$ cat src/rtl/counter_ctrl_if.sv
// Button-level inputs and counter control outputs between the debouncers,
// counter_ctrl and the counter datapath.
interface counter_ctrl_if;
    logic       i_run_stop;
    logic       i_clear;
    logic       i_mode;
    logic       o_tick;
    logic       o_clear;
    logic       o_mode;
    logic [1:0] o_state;

    modport master (
        output i_run_stop, i_clear, i_mode,
        input  o_tick, o_clear, o_mode, o_state
    );

    modport slave (
        input  i_run_stop, i_clear, i_mode,
        output o_tick, o_clear, o_mode, o_state
    );
endinterface

$ cat src/rtl/counter_ctrl.sv
// Run/stop/clear/mode controller: button edges drive a STOP/RUN/CLEAR FSM,
// a tick divider active only in RUN, and a direction register.
module counter_ctrl #(
    parameter int CLK_HZ  = 100_000_000,
    parameter int TICK_HZ = 10
) (
    input  logic           clk,
    input  logic           rst,
    counter_ctrl_if.slave  bus
);
    localparam int DIV = CLK_HZ / TICK_HZ;
    localparam int DW  = $clog2(DIV);
    localparam logic [DW-1:0] DIV_MAX = DW'(DIV - 1);

    typedef enum logic [1:0] {
        ST_STOP  = 2'd0,
        ST_RUN   = 2'd1,
        ST_CLEAR = 2'd2
    } state_e;

    state_e        state_q;
    logic          mode_q;
    logic [DW-1:0] div_q;
    logic [2:0]    prev_q;
    logic [2:0]    lvl;
    logic          ev_run, ev_clr, ev_mode;

    assign lvl = {bus.i_run_stop, bus.i_clear, bus.i_mode};
    // prev resets high so a button held through reset release is not an event
    assign {ev_run, ev_clr, ev_mode} = lvl & ~prev_q;

    always_ff @(posedge clk or negedge rst) begin
        if (!rst) begin
            state_q <= ST_STOP;
            mode_q  <= 1'b0;
            div_q   <= '0;
            prev_q  <= 3'b111;
        end else begin
            prev_q <= lvl;
            div_q  <= '0;
            case (state_q)
                ST_STOP: begin
                    if (ev_clr)       state_q <= ST_CLEAR;
                    else if (ev_run)  state_q <= ST_RUN;
                    else if (ev_mode) mode_q  <= ~mode_q;
                end
                ST_RUN: begin
                    // leaving RUN drops the partial period so re-entry starts fresh
                    if (ev_run) state_q <= ST_STOP;
                    else        div_q   <= (div_q == DIV_MAX) ? '0 : div_q + DW'(1);
                end
                ST_CLEAR: state_q <= ST_STOP;
                default:  state_q <= ST_STOP;
            endcase
        end
    end

    assign bus.o_tick  = (state_q == ST_RUN) && (div_q == DIV_MAX);
    assign bus.o_clear = (state_q == ST_CLEAR);
    assign bus.o_mode  = mode_q;
    assign bus.o_state = state_q;
endmodule

$ cat src/flat_wrapper.sv
// flat-port wrapper written by rule: the top's interface ports become plain ports
module counter_ctrl_flat 
#(
    parameter int CLK_HZ  = 100_000_000,
    parameter int TICK_HZ = 10
)
  (clk, rst, bus_i_run_stop, bus_i_clear, bus_i_mode, bus_o_tick, bus_o_clear, bus_o_mode, bus_o_state);
  counter_ctrl_if bus_i ();
  input  logic clk;
  input  logic rst;
  input wire logic [$bits(bus_i.i_run_stop)-1:0] bus_i_run_stop;
  input wire logic [$bits(bus_i.i_clear)-1:0] bus_i_clear;
  input wire logic [$bits(bus_i.i_mode)-1:0] bus_i_mode;
  output wire logic [$bits(bus_i.o_tick)-1:0] bus_o_tick;
  output wire logic [$bits(bus_i.o_clear)-1:0] bus_o_clear;
  output wire logic [$bits(bus_i.o_mode)-1:0] bus_o_mode;
  output wire logic [$bits(bus_i.o_state)-1:0] bus_o_state;
  assign bus_i.i_run_stop = bus_i_run_stop;
  assign bus_i.i_clear = bus_i_clear;
  assign bus_i.i_mode = bus_i_mode;
  assign bus_o_tick = bus_i.o_tick;
  assign bus_o_clear = bus_i.o_clear;
  assign bus_o_mode = bus_i.o_mode;
  assign bus_o_state = bus_i.o_state;
  counter_ctrl #(.CLK_HZ(CLK_HZ), .TICK_HZ(TICK_HZ)) u_core (.clk(clk), .rst(rst), .bus(bus_i));
endmodule
$ cat config.mk
export PLATFORM = sky130hd
export DESIGN_NAME = counter_ctrl_flat
export DESIGN_NICKNAME = d
export VERILOG_FILES = /design/src/rtl/counter_ctrl_if.sv /design/src/rtl/counter_ctrl.sv /design/src/flat_wrapper.sv
export SDC_FILE = /design/constraint.sdc
export NUM_CORES = 1
export LEC_CHECK = 0
export CAP_MARGIN = 20
export CORE_MARGIN = 4
export CORE_UTILIZATION = 57
export DETAILED_ROUTE_END_ITERATION = 10
export PLACE_DENSITY = 0.76
export SLEW_MARGIN = 20
export SYNTH_ARGS = -nofsm -noshare
export SYNTH_HDL_FRONTEND = slang
export SYNTH_SLANG_ARGS = --single-unit
$ cat constraint.sdc
create_clock -name clk -period 1.9 [get_ports clk]
set_input_delay 0.38 -clock clk [delete_from_list [all_inputs] [get_ports clk]]
set_output_delay 0.38 -clock clk [all_outputs]
set_load 0.02 [all_outputs]
==> results of run 1 <==
==> per-stage QoR <==
step / worst slack, ns / hold WS (ns)
floorplan: 0.0470 / 0.0844
global placement: -0.278 / 0.459
detailed placement: -0.325 / 0.500
CTS: -0.210 / 0.425
global route: -0.337 / 0.417
finish: -0.220 / 0.411
==> cell type report <==
class,count,area (um^2)
fillers,172,602
clock buffers,7,55.1
flip-flops and latches,30,754
well taps,30,37.5
repair buffers,38,317
inverters,3,11.3
clock inverters,1,5.00
multi-input cells,104,696
==> power by group <==
| part | leakage, nW | switching [mW] | internal, mW |
|---|---|---|---|
| logic | 0.384 | 0.0906 | 0.0791 |
| clock network | 0.0353 | 0.225 | 0.179 |
| registers | 0.404 | 0.0205 | 0.665 |
==> state kept, by name (all words and copies together) (netlist names) <==
name                cells
u_core.prev_q           3
u_core.div_q           24
u_core.bus.o_mode       1
u_core.bus.o_state      2
==> final timing paths <==
path                                     endpoint  cells after the start
worst max-delay path                   bus_o_tick                      5
worst min-delay path             u_core.div_q[23]                      2
worst max register to register   u_core.div_q[23]                      6
worst min register to register  u_core.bus.o_mode                      1
max in group asynchronous        u_core.prev_q[0]                      2
min in group clk                 u_core.prev_q[0]                      1
==> metal layers <==
layer | global-route usage, % | up-vias | share of wire [%]
li1 | - | 591 | -
met1 | 25.7 | 577 | 44
met2 | 32.2 | 28 | 49
met3 | 7.84 | 8 | 4.4
met4 | 8.74 | 0 | 1.7
met5 | 0 | - | 0
==> layout by cell type (no fill, tap or decap), types with 6 or more instances in the layout <==
master,count
buf_4,29
nand4_1,9
nand2_1,7
a21oi_1,7
nor2_1,17
dfrtp_1,27
nand3_1,6
clkdlybuf4s50_1,7
xor2_1,13
==> kinds of logic (layout without fill, tap and decap cells) <==
family | count (synthesis) | after routing
xor+xnor | 15 | 15
simple gates | 70 | 70
buf+inv | 8 | 49
compound gates | 18 | 18
flops | 30 | 30
fa+ha+maj | 1 | 1
==> what timing repair did <==
action / 4_1_cts / 5_1_grt
gates resized for setup: 7 / 3
setup endpoints to repair: 2 / 2
setup buffers: 0 / 1
pin swaps: 1 / 5
hold buffers: 0 / 0
==> critical path: stages (launching register included) <==
cell,delay [ns]
dfrtp_1,0.40
nor4b_2,0.28
and4_1,0.25
nand4_1,0.10
nor3b_2,0.21
buf_4,0.17
==> reports/metrics.cfg, run 1 <==
[run_status]
status=complete, but fails checks
violations=negative setup slack

[timing]
final.setup.worst_slack_ns=-0.220
fmax_mhz=472
rsz0062_at_grt=true
slew-limit-headroom_pct=74.6
tightest_slew_ns=0.381
finalHoldViolations=0
tns_ns=-0.220
fin_crit_ns=2.12
skew_ns=0.00792
setup_viol=1
drv_slew=0
fin_crit_sh_pct=112

[setup_path]
start_kind=flop
startpoint=u_core.div_q[7]
reg2reg_slack_ns=0.11
crit_required_ns=1.52
rr_startpoint=u_core.div_q[7]
crit_type=reg2out
arrival_ns=1.74
crit_fanout=2
endpoint_kind=output port

[floorplan]
die_area_um2=3490
initial_core_util_pct=59.9
io-pin-count=10
fp.coreArea_um2=2480
die_x_um=59.0
fp.dieH_um=59.0
fp-row-count=18

[place]
place_congestion=0.806
io_buffers=9
dpl.cell_count=204
dp_hpwl_mm=2.14
dpl-instance-area_um2=1800

[logic_synthesis]
synth_xor_area_share_pct=8.85
synth_top_area_share_pct=45.5
syn-instance-count=142
syn-num-nets=148
synth_edf_count=0
muxShareOfSynthArea_pct=0
synth_warnings=0
synth_compound_area_share_pct=7.41
synth_fa_ha_area_share_pct=0.842
synth_seq_cells=30
ys_types=35
dominantRegCellSynth=dfrtp_1
ys_async_sr_fraction_pct=100
synth.most_common_cell=dfrtp_1
yosysSeqAreaShare_pct=50.8
synth_area_leaders=dfrtp_1 45%, xor2_1 7.7%, dfstp_2 5.3%
synth_top_family_by_area=simple AND/OR/NAND/NOR gates
synth_area_um2=1490
yosysTopAreaCell=dfrtp_1
syn_area_per_cell_um2=10.5
yosys-top-cells-count=27 x dfrtp_1, 17 x nor2_1, 13 x xor2_1, 9 x nand4_1
synthSimpleGateAreaFrac_pct=28.4

[drt]
first_pass_iters=4
drc=0
ant_nets=0
via_per_inst=5.65
avgRoutedWirePerCell_um=14.2
finalWirelength_mm=3.03
drt_iter0_markers=47
routed-via-count=1204

[clock_network]
clock_latency_ns=0.34
clk_pin_slew_ns=0.09
numCtsBuffers=5
clk_path_buf_depth=2
tritoncts=done
cts_root_buf=clkbuf_4
clock_sinks=30
h-tree-depth=2

[global_route]
antenna_found_initial=0
grt_remaining_overflow=0
grt_pass1_wl_mm=5.25
grt_max_degree=31
grt_pass1_vias=1205
grt_usage_pct=20.7

[run]
drv_cap=0

[power_and_ir_drop]
power.density_nw_per_um2=672
power_mw=1.26
p_leak_nw=0.823
ir_worst_vdd_v=0.000575

[cells_and_area]
area_delta_synth_final_pct=26.3
final_net_count=188
num_antenna_cells=0
finish.utilization_pct=75.7
fin_cells=213
drive_gt1_share_pct=26.8
design_area_um2=1880

[min_path]
hold_path.class=in2async

(Power assumes the default switching activity.)
==> run 2: changes to the inputs <==
--- a/config.mk
+++ b/config.mk
@@ -7,9 +7,9 @@
 export LEC_CHECK = 0
 export CAP_MARGIN = 20
 export CORE_MARGIN = 4
-export CORE_UTILIZATION = 57
+export CORE_UTILIZATION = 25
 export DETAILED_ROUTE_END_ITERATION = 10
-export PLACE_DENSITY = 0.76
+export PLACE_DENSITY = 0.39
 export SLEW_MARGIN = 20
 export SYNTH_ARGS = -nofsm -noshare
 export SYNTH_HDL_FRONTEND = slang
==> constraint.sdc (replaced) <==
create_clock -name clk -period 2.62 [get_ports clk]
set_input_delay 0.524 -clock clk [delete_from_list [all_inputs] [get_ports clk]]
set_output_delay 0.524 -clock clk [all_outputs]
set_load 0.02 [all_outputs]
==> reports/metrics.cfg, run 2 (synthesis gave the netlist of run 1 again) <==
[place]
place_congestion=0.766
io_buffers=9
dp_hpwl_mm=2.27

[global_route]
antenna_found_initial=0
grt_remaining_overflow=0
grt_max_degree=31
grt_usage_pct=9.85
grt_pass1_wl_mm=5.58
grt_pass1_vias=1123

[timing]
drv_slew=0
whs_ns=0.484
slew-limit-headroom_pct=71.1
fin_crit_ns=2.44
finalHoldViolations=0
tns_ns=0
rsz0062_at_grt=false
fin_crit_sh_pct=93.1
skew_ns=0.00993
setup_viol=0
fmax_mhz=410
tightest_slew_ns=0.430

[setup_path]
start_kind=flop
crit_required_ns=2.10
startpoint=u_core.div_q[0]
crit_type=reg2out
reg2reg_slack_ns=0.71
r2r_end=u_core.div_q[23]
worst_r2r_path_depth=4
crit_fanout=4
arrival_ns=1.92
rr_startpoint=u_core.div_q[5]
endpoint_kind=output port

[floorplan]
die_area_um2=7240
fp.dieH_um=85.1
initial_core_util_pct=26.3
die_x_um=85.1
io-pin-count=10
fp.coreArea_um2=5640
fp-row-count=27

[clock_network]
h-tree-depth=2
numCtsBuffers=5
clock_latency_ns=0.28
postCtsSetupBuffers=0
cts_root_buf=clkbuf_8
tritoncts=done
clock_sinks=30
clk_path_buf_depth=2
clk_pin_slew_ns=0.07

[cells_and_area]
largest_reg_flops=24
fill_cells=593
drive_gt1_share_pct=13.8
final_common_cell=dfrtp_1
final_cell_mix=27 x dfrtp_1, 17 x nor2_1, 13 x xor2_1
num_antenna_cells=0
regMostFlops=u_core.div_q
final_net_count=164
area_delta_synth_final_pct=18.5

[drt]
via_per_inst=4.80
finalWirelength_mm=3.20
routed.top_layer=met4
ant_nets=0
first_pass_iters=4
route.met3.wl_um=74
avgRoutedWirePerCell_um=13.8
met2_wirelength_mm=1.49
drc=0
drt_iter0_markers=51
routed-via-count=1109
m1WireLength_mm=1.59

[min_path]
hold_path.class=reg2reg
hold_depth=1
worstHoldStart=u_core.bus.o_mode
hold_end=u_core.bus.o_mode

[run]
drv_cap=0

[power_and_ir_drop]
power.density_nw_per_um2=566
ir_worst_vdd_v=0.000265
p_leak_nw=0.691

[run_status]
status=complete, no violations

-- run 2: cell count changes in the layout (fill, tap and decap cells not counted), sizes merged --
cell,previous run,this run
clkinvlp,0,1
buf,30,5
clkdlybuf4s50,7,8
clkbuf,7,6
dlygate4sd2,1,0
clkdlybuf4s15,0,1
-- run 2: power breakdown --
group / switching (mW) / internal (mW) / total [mW]
Clock: 0.176 / 0.211 / 0.387
Sequential: 0.0162 / 0.483 / 0.499
Combinational: 0.0633 / 0.0478 / 0.111
Total: 0.255 / 0.742 / 0.997
-- run 2: critical path, stage by stage, from the launching register on --
cell and delay (ns):
dfrtp_1 0.38, ha_1 0.21, and4_1 0.22, and3_1 0.19, nand4_1 0.09, nor3b_1 0.21
clkdlybuf4s15_1 0.33
-- run 2: layout make-up --
| class | count | area [um^2] | area share (%) |
|---|---|---|---|
| Inverter | 3 | 11.3 | 0.640 |
| Multi-Input combinational cell | 104 | 682 | 38.7 |
| Sequential cell | 30 | 754 | 42.9 |
| Timing Repair Buffer | 14 | 128 | 7.25 |
| Clock inverter | 2 | 12.5 | 0.711 |
| Tap cell | 72 | 90.1 | 5.12 |
| Clock buffer | 6 | 82.6 | 4.69 |
-- run 2: per-stage QoR --
step | cell area (um^2) | setup slack, ns | instances | utilization, % | total power [mW]
finish | 1760 | 0.181 | 231 | 31.2 | 0.997
global route | 1760 | 0.0102 | 231 | 31.2 | 1.06
CTS | 1750 | 0.0727 | 231 | 31.1 | 1.02
detailed placement | 1660 | 0.108 | 223 | 29.4 | 0.622
global placement | 1660 | 0.174 | 223 | 29.4 | 0.620
floorplan | 1490 | 0.447 | 142 | - | 0.562
-- run 2: worst max-delay path by stage --
stage	end	slack, ns	depth (start not counted)
5_1_grt	bus_o_tick	0.01	5
3_3_place_gp	bus_o_tick	0.17	6
6_report	bus_o_tick	0.18	6
4_1_cts	bus_o_tick	0.07	5
3_5_place_dp	bus_o_tick	0.11	5
2_1_floorplan	bus_o_tick	0.45	6
-- run 2: repair_timing --
action                                  4_1_cts  5_1_grt
endpoints found under the setup margin        1        1
gates resized for setup                       1        2
hold buffers                                  0        0
-- run 2: per-layer routing --
layer | up-vias | track usage, %
li1 | 543 | -
met1 | 554 | 13.6
met2 | 7 | 14.3
met3 | 5 | 2.91
met4 | 0 | 3.88
met5 | - | 0
==> RTL change: new RTL, settings of run 1 <==
Reset style: synchronous (`rst`), changed in one clocked block.
--- a/src/rtl/counter_ctrl.sv
+++ b/src/rtl/counter_ctrl.sv
@@ -31,3 +31,3 @@
 
-    always_ff @(posedge clk or negedge rst) begin
+    always_ff @(posedge clk) begin
         if (!rst) begin
Function: differs if rst is asserted again (counterexample within 4 cycles, from zero or initial values and one cycle with rst low); with rst held inactive, the same outputs for 10 cycles.
==> RTL change against run 1 <==
The run still ends with negative setup slack left. Non-clock buffer count grew 6. Setup slack worse by 0.29 ns. Critical path depth unchanged. Synthesized cell count grew 7.7%. Register-to-register slack got worse by 0.43 ns. Core utilization rose by 9.8 points. Area after synthesis down 8.9%. Sequential cell count unchanged. Final area rose by 1.8%. Global-route usage rose by 2.7 points. Routed wire length is 18% higher. Critical endpoint unchanged.
Power is not compared: it rests on default switching activity, and its combinational part moved more than twofold at a synthesized area within 25%.
==> RTL change: results (changes against run 1) <==
Parameter                              Value

Placement
  Worst slack at placement ... -0.673 ns (-0.348 ns)
  HPWL after DPL ... 2280 um (+6.8%)
  Placed cell area ... 1730 um2 (-3.8%)
  RD Place Congestion ... 0.848 (+5.1%)

Hold path
  Kind of path behind the tightest hold check ... reg -> reg
  Cell count of the worst hold path ... 2

Logic synthesis
  Fraction of synthesis flops using an asynchronous set or reset pin ... 0% (-100 points)
  Cells taking the most area after synthesis ... dfxtp_1 (44%), xnor2_1 (8.4%), nor2_1 (5.6%)
  Synth top cells by count ... dfxtp_1 (30), nor2_1 (20), xnor2_1 (13), nand3_1 (10), or3_1 (8)
  Post-synthesis cell type count ... 32 (-8.6%)
  Commonest register cell after synthesis ... dfxtp_1
  Post-synthesis instance total ... 153 (+7.7%)
  Portion of the post-synthesis area used by sequential elements ... 44.4% (-6.4 points)
  Synthesized netlist net count ... 159 (+7.4%)

Timing
  Post-route setup slack ... -0.508 ns (-0.288 ns)
  Setup-failing EPs final ... 24 (+23)
  Max-slew headroom ... 73.8% (-0.87 points)
  Worst clock skew ... 0.00757 ns (-0.000342 ns)
  Final-layout worst hold slack ... 0.515 ns (+0.105 ns)

Worst setup path
  Reg2reg start ... u_core.div_q[1]$_SDFF_PP0_
  Endpoint of the worst register-to-register path ... u_core.div_q[19]$_SDFF_PP0_
  Flop2flop setup slack ... -0.32 ns (-0.43 ns)
  Worst-case reg-to-reg path depth ... 9 (+3)
  Data arrival time of the critical path ... 2.03 ns (+0.29 ns)

Detailed routing
  Number of DRC markers after the initial detailed-route iteration ... 83 (+77%)
  Routed Wire Length ... 3570 um (+18%)
  DR vias ... 1320 (+9.6%)

Global routing
  Global-route wire length before repair ... 5780 um (+10%)
  Total routing resource utilization after global routing ... 23.4% (+2.7 points)
  Maximum number of pins on one net before global-route repair ... 10 (-68%)

Finish
  Share of final-layout standard cells stronger than drive strength 1 ... 27.5% (+0.72 points)
  Final Net Count ... 207 (+10%)

Power
  Static leakage ... 0.688 nW

Outcome
  Violated checks ... negative setup slack
  Result of the run ... finished, violations left
[RTL change: changes by cell type in the layout (fill, tap and decap cells not counted), moves of 10 or more]
cell            run 1  this run
xnor2_1             2        13
dfxtp_1             0        26
xor2_1             13         3
dfrtp_1            27         0
[RTL change: worst max-delay path by stage]
stage	endpoint	slack, ns
global route	bus_o_tick	-0.59
CTS	bus_o_tick	-0.55
detailed placement	bus_o_tick	-0.67
global placement	bus_o_tick	-0.65
finish	bus_o_tick	-0.51
floorplan	bus_o_tick	-0.20
[RTL change: per-layer routing]
metal | vias to the layer above | global-route usage [%] | wire [um]
met2 | 53 | 38.3 | 1810
met4 | 0 | 12.9 | 68
li1 | 638 | - | -
met5 | - | 0 | 0
met1 | 621 | 27.0 | 1440
met3 | 8 | 6.90 | 256
[RTL change: power by group through the flow]
stage / Clock (mW) / Combinational, mW / Sequential [mW]
after CTS: 0.384 / 0.0502 / 0.640
after detailed placement: 0 / 0.0453 / 0.655
after global routing: 0.412 / 0.0624 / 0.642
after floorplan: 0 / 0.0180 / 0.658
after global placement: 0 / 0.0442 / 0.654
final: 0.379 / 0.0586 / 0.641
[RTL change: kinds of logic (layout without fill, tap and decap cells)]
kind of cell | Yosys count | count (layout) | share of synthesized area (%)
AOI/OAI and AO/OA | 16 | 16 | 6.85
buffers and inverters | 8 | 55 | 2.87
adders and majority gates | 1 | 1 | 0.925
and+or+nand+nor | 82 | 82 | 34.6
xor gates and xnor gates | 16 | 16 | 10.4
DFF | 30 | 30 | 44.4
[RTL change: what timing repair did]
| action | 4_1_cts | 5_1_grt |
|---|---|---|
| setup buffers | 1 | 3 |
| endpoints found under the hold margin | 0 | 0 |
| endpoints found under the setup margin | 7 | 26 |
| gates cloned | 1 | 1 |
| pin swaps | 3 | 2 |
| gates resized for setup | 7 | 6 |
[RTL change: stage by stage]
stage               utilization [%]  instances  setup TNS [ns]
finish                         85.5        228           -7.27
global route                   85.5        228           -8.58
CTS                            81.7        224           -3.43
detailed placement             77.4        216          -0.731
global placement               77.4        216          -0.652
floorplan                         -        153          -0.197
[RTL change: final cells by class]
cell class              count  area, um2
multi-input cells         115        761
flip-flops and latches     30        606
repair buffers             44        438
fillers                   130        324
clock buffers               6       51.3
well taps                  28       35.0
inverters                   5       18.8
[RTL change: worst max-delay path: stages (launching register included)]
cell	delay (ns)
dfxtp_2	0.36
ha_4	0.13
or4b_1	0.44
or3_4	0.40
nor4b_4	0.20
buf_4	0.17
